===== src/rtl/fp_mul.sv =====
// IEEE-754 binary32 multiplier, round-to-nearest-even, subnormals flushed to zero.
// Latency: 1 cycle (combinational datapath into one output register).
// Backpressure: none; a new operand pair is accepted every cycle.
module fp_mul (
    input  logic        clk,
    input  logic        rst_n,
    input  logic [31:0] a,
    input  logic [31:0] b,
    output logic [31:0] c,
    output logic        over_mul_under
);

    localparam logic [31:0] QNAN = 32'h7FC0_0000;

    logic        sign;
    logic [7:0]  ea, eb;
    logic [22:0] fa, fb;
    logic        zero_a, zero_b, inf_a, inf_b, nan_a, nan_b;
    logic [47:0] prod;
    logic [23:0] mant;
    logic        guard, sticky, round_up;
    logic [24:0] mant_rnd;
    logic [22:0] frac_out;
    logic [10:0] exp_n;
    logic [10:0] exp_f;
    logic        ovf, unf;
    logic [31:0] c_nxt;
    logic        flag_nxt;

    assign sign   = a[31] ^ b[31];
    assign ea     = a[30:23];
    assign eb     = b[30:23];
    assign fa     = a[22:0];
    assign fb     = b[22:0];
    assign zero_a = (ea == 8'd0);
    assign zero_b = (eb == 8'd0);
    assign inf_a  = (ea == 8'hFF) && (fa == 23'd0);
    assign inf_b  = (eb == 8'hFF) && (fb == 23'd0);
    assign nan_a  = (ea == 8'hFF) && (fa != 23'd0);
    assign nan_b  = (eb == 8'hFF) && (fb != 23'd0);

    assign prod = {24'd0, 1'b1, fa} * {24'd0, 1'b1, fb};

    // Exponent is kept in 11-bit two's complement so underflow shows up as bit 10.
    always_comb begin
        exp_n  = {3'd0, ea} + {3'd0, eb} - 11'd127;
        mant   = prod[46:23];
        guard  = prod[22];
        sticky = |prod[21:0];
        if (prod[47]) begin
            mant   = prod[47:24];
            guard  = prod[23];
            sticky = |prod[22:0];
            exp_n  = exp_n + 11'd1;
        end
    end

    assign round_up = guard & (sticky | mant[0]);
    assign mant_rnd = {1'b0, mant} + {24'd0, round_up};

    always_comb begin
        exp_f    = exp_n;
        frac_out = mant_rnd[22:0];
        if (mant_rnd[24]) begin
            frac_out = mant_rnd[23:1];
            exp_f    = exp_n + 11'd1;
        end
    end

    assign ovf = !exp_f[10] && (exp_f >= 11'd255);
    assign unf = exp_f[10] || (exp_f == 11'd0);

    always_comb begin
        c_nxt    = {sign, exp_f[7:0], frac_out};
        flag_nxt = 1'b0;
        if (nan_a || nan_b || (inf_a && zero_b) || (inf_b && zero_a)) begin
            c_nxt = QNAN;
        end else if (inf_a || inf_b) begin
            c_nxt = {sign, 8'hFF, 23'd0};
        end else if (zero_a || zero_b) begin
            c_nxt = {sign, 31'd0};
        end else if (ovf) begin
            c_nxt    = {sign, 8'hFF, 23'd0};
            flag_nxt = 1'b1;
        end else if (unf) begin
            c_nxt    = {sign, 31'd0};
            flag_nxt = 1'b1;
        end
    end

    always_ff @(posedge clk or negedge rst_n) begin
        if (!rst_n) begin
            c              <= 32'd0;
            over_mul_under <= 1'b0;
        end else begin
            c              <= c_nxt;
            over_mul_under <= flag_nxt;
        end
    end

endmodule


===== config.mk =====
export PLATFORM = sky130hd
export DESIGN_NAME = fp_mul
export DESIGN_NICKNAME = d
export VERILOG_FILES = /design/src/rtl/fp_mul.sv
export SDC_FILE = /design/constraint.sdc
export NUM_CORES = 2
export LEC_CHECK = 0
export ABC_AREA = 0
export CAP_MARGIN = 20
export CORE_MARGIN = 2
export CORE_UTILIZATION = 35
export DETAILED_ROUTE_END_ITERATION = 10
export REMOVE_ABC_BUFFERS = 1
export SYNTH_ARGS = -nofsm -noshare
export SYNTH_HDL_FRONTEND = slang
export SYNTH_SLANG_ARGS = --single-unit

===== constraint.sdc =====
create_clock -name clk -period 0.8 [get_ports clk]
set_input_delay 0.08 -clock clk [delete_from_list [all_inputs] [get_ports clk]]
set_output_delay 0.08 -clock clk [all_outputs]
set_load 0.02 [all_outputs]

==> impl_metrics.tcl <==
set metrics [dict create \
    end_kind "flop" \
    crit_path_top_delay_cell "or4_4" \
    fmax_mhz 114 \
    cp_max_fo 7 \
    clkTransAtPathRegs_ns 0.06 \
    grtUsageTotal_pct 23.2 \
    final_min_period_over_clock_period_pct 1100 \
    synth_seq_area_share_pct 3.58 \
    path_common_cell "fa_1" \
    grt-ovfl-total 0 \
    antenna_found_initial 0 \
    drt_first_pass_iters 5 \
    crit_path_max_incr_delay_ns 0.63 \
    grt_pass1_wl_um 124000 \
    drt-total-wl_um 75600 \
    initial_core_util_pct 35.2 \
    core_sq_mm 0.0655 \
    crit_required_ns 1.01 \
    rsz0062_at_grt "yes" \
    gp_routability_congestion 0.900 \
    maxCapViolations 0 \
    synth_top_family_by_area "adder cells" \
    netlist_area_sq_mm 0.0231 \
    wl_met1_um 31900 \
    holdWs_ns 0.277 \
    vias_per_cell 4.93 \
    drive_above_1_share_pct 30.2 \
    outcome "finished with violations" \
    hold_path_class "primary input to asynchronous set/reset pin" \
    layout_common_cells "buf_4 (583), inv_1 (566), fa_1 (449)" \
    crit_buf_inv 11 \
    ys_warn_count 0 \
    fin_crit_ns 8.76 \
    dp_hpwl_um 60200 \
    die_area_sq_mm 0.0680 \
    met3_length_um 3890 \
    wl_per_cell_um 17.7 \
    pin_count 99 \
    area_delta_synth_final_pct 39.6 \
    synth-main-ff-cell "dfrtp_1" \
    avgSynthCellArea_sq_um 8.41 \
    dieHeight_um 261 \
    grt_pass1_vias 22800 \
    cts_tree "built" \
    setup_viol 66 \
    grt_max_degree 34 \
    violations "setup timing" \
    met2_length_um 36300 \
    final_area_sq_mm 0.0322 \
    async_reset_ff_share_pct 100 \
    post_synth_num_cell_types 89 \
    cts_root_buffer "clkbuf_16" \
    antenna_left 0 \
    synth_compound_area_share_pct 8.54 \
    diodes 0 \
    placed_cell_area_sq_mm 0.0292 \
    layout_commonest_cell "buf_4" \
    finalWorstSetupSlack_ns -7.96 \
    ys_ff_latch 33 \
    drc 0 \
    fp.dieW_um 261 \
    synth-edff-count 0 \
    ctsLongestPathBuffers 2 \
    cts_buffers 5 \
    synth_xor_area_share_pct 2.88 \
    drtIter0Drc 1133 \
    nNetsFinal 4158 \
    io_buffer_count 98 \
    cpLargestDelayFamily "adder cells" \
    cp-start-kind "primary input" \
    vias 21100 \
    critical_path_class "primary input to flop" \
    fp-row-count 94 \
    cts_sinks 33 \
    drv_slew 0 \
    tightest_slew_ns 0.902 \
    slew_headroom_pct 39.4 \
    synth_simple_gate_area_share_pct 19.9 \
    final_cells 4283 \
    maxUsedRoutingLayer "met4" \
    synthMuxAreaShare_pct 0.677 \
    cp.arrival_ns 8.97 \
    hold_viol 0 \
    yosys.area_share.adder_pct 52.2 \
    dp_cells 4131 \
    h-tree-depth 2 \
    syn_inst 2746 \
]
worst paths after layout:
| kind | startpoint | endpoint | slack (ns) | cells past startpoint |
|---|---|---|---|---|
| worst max-delay path | a[9] | c[1] | -7.96 | 38 |
| worst min-delay path | rst_n | c[16] | 0.28 | 3 |
| max in group asynchronous | rst_n | c[27] | 0.34 | 3 |
| min in group clk | a[31] | c[31] | 0.44 | 3 |
final cells by class:
class / count / area, sq um
fillers: 6068 / 33300
multi-input cells: 1978 / 20600
repair buffers: 795 / 7270
inverters: 605 / 2290
well taps: 864 / 1080
flip-flops and latches: 33 / 826
clock buffers: 6 / 139
clock inverters: 2 / 37.5
metal layers:
metal	vias to the layer above	global-route usage [%]
li1	9790	-
met1	10500	30.2
met2	613	39.8
met3	164	2.20
met4	0	8.90
met5	-	0
synthesized netlist by cell type (all sizes together) (24+ instances only):
library cell / count / share of area, %
fa: 483 / 42
nand2: 378 / 6.2
and2: 249 / 6.7
o21ai: 67 / 1.5
a21oi: 89 / 2.0
ha: 191 / 10
inv: 602 / 9.8
nand4: 36 / 0.98
nor2: 102 / 1.7
nor3: 33 / 0.89
xnor2: 50 / 1.9
xor2: 26 / 0.99
clkbuf: 108 / 1.8
dfrtp: 33 / 3.6
nor4: 24 / 0.78
sequential cells by signal, summed over array words and instances (netlist names):
| register | count |
|---|---|
| c | 32 |
| over_mul_under | 1 |
per-stage QoR:
step,util [%],worst slack [ns],TNS (ns)
2_1_floorplan,-,-9.15,-285.53
3_5_place_dp,44.6,-8.81,-282.41
6_report,49.2,-7.96,-254.74
3_3_place_gp,44.6,-8.65,-278.52
4_1_cts,48.7,-7.81,-248.83
5_1_grt,49.2,-8.27,-265.00
tightest hold or removal path, stage by stage:
cell	delay, ns
dlygate4sd3_1	0.52
buf_2	0.12
buf_12	0.20
timing repair:
item	CTS	global route
hold endpoints to repair	33	0
buffers inserted	114	19
setup endpoints to repair	66	66
gates cloned	14	0
pin swaps	169	69
gates resized for setup	627	69
hold buffers	1	0
cell families after synthesis:
group,after synthesis
flip-flops,33
XOR/XNOR,76
multiplexers,15
AND/OR/NAND/NOR,914
AO/OA/AOI/OAI,298
adder cells (fa/ha/maj),674
buffers and inverters,736
Power is not shown: default switching activity piles up to over one toggle a cycle in this logic, so the estimate is an artifact.
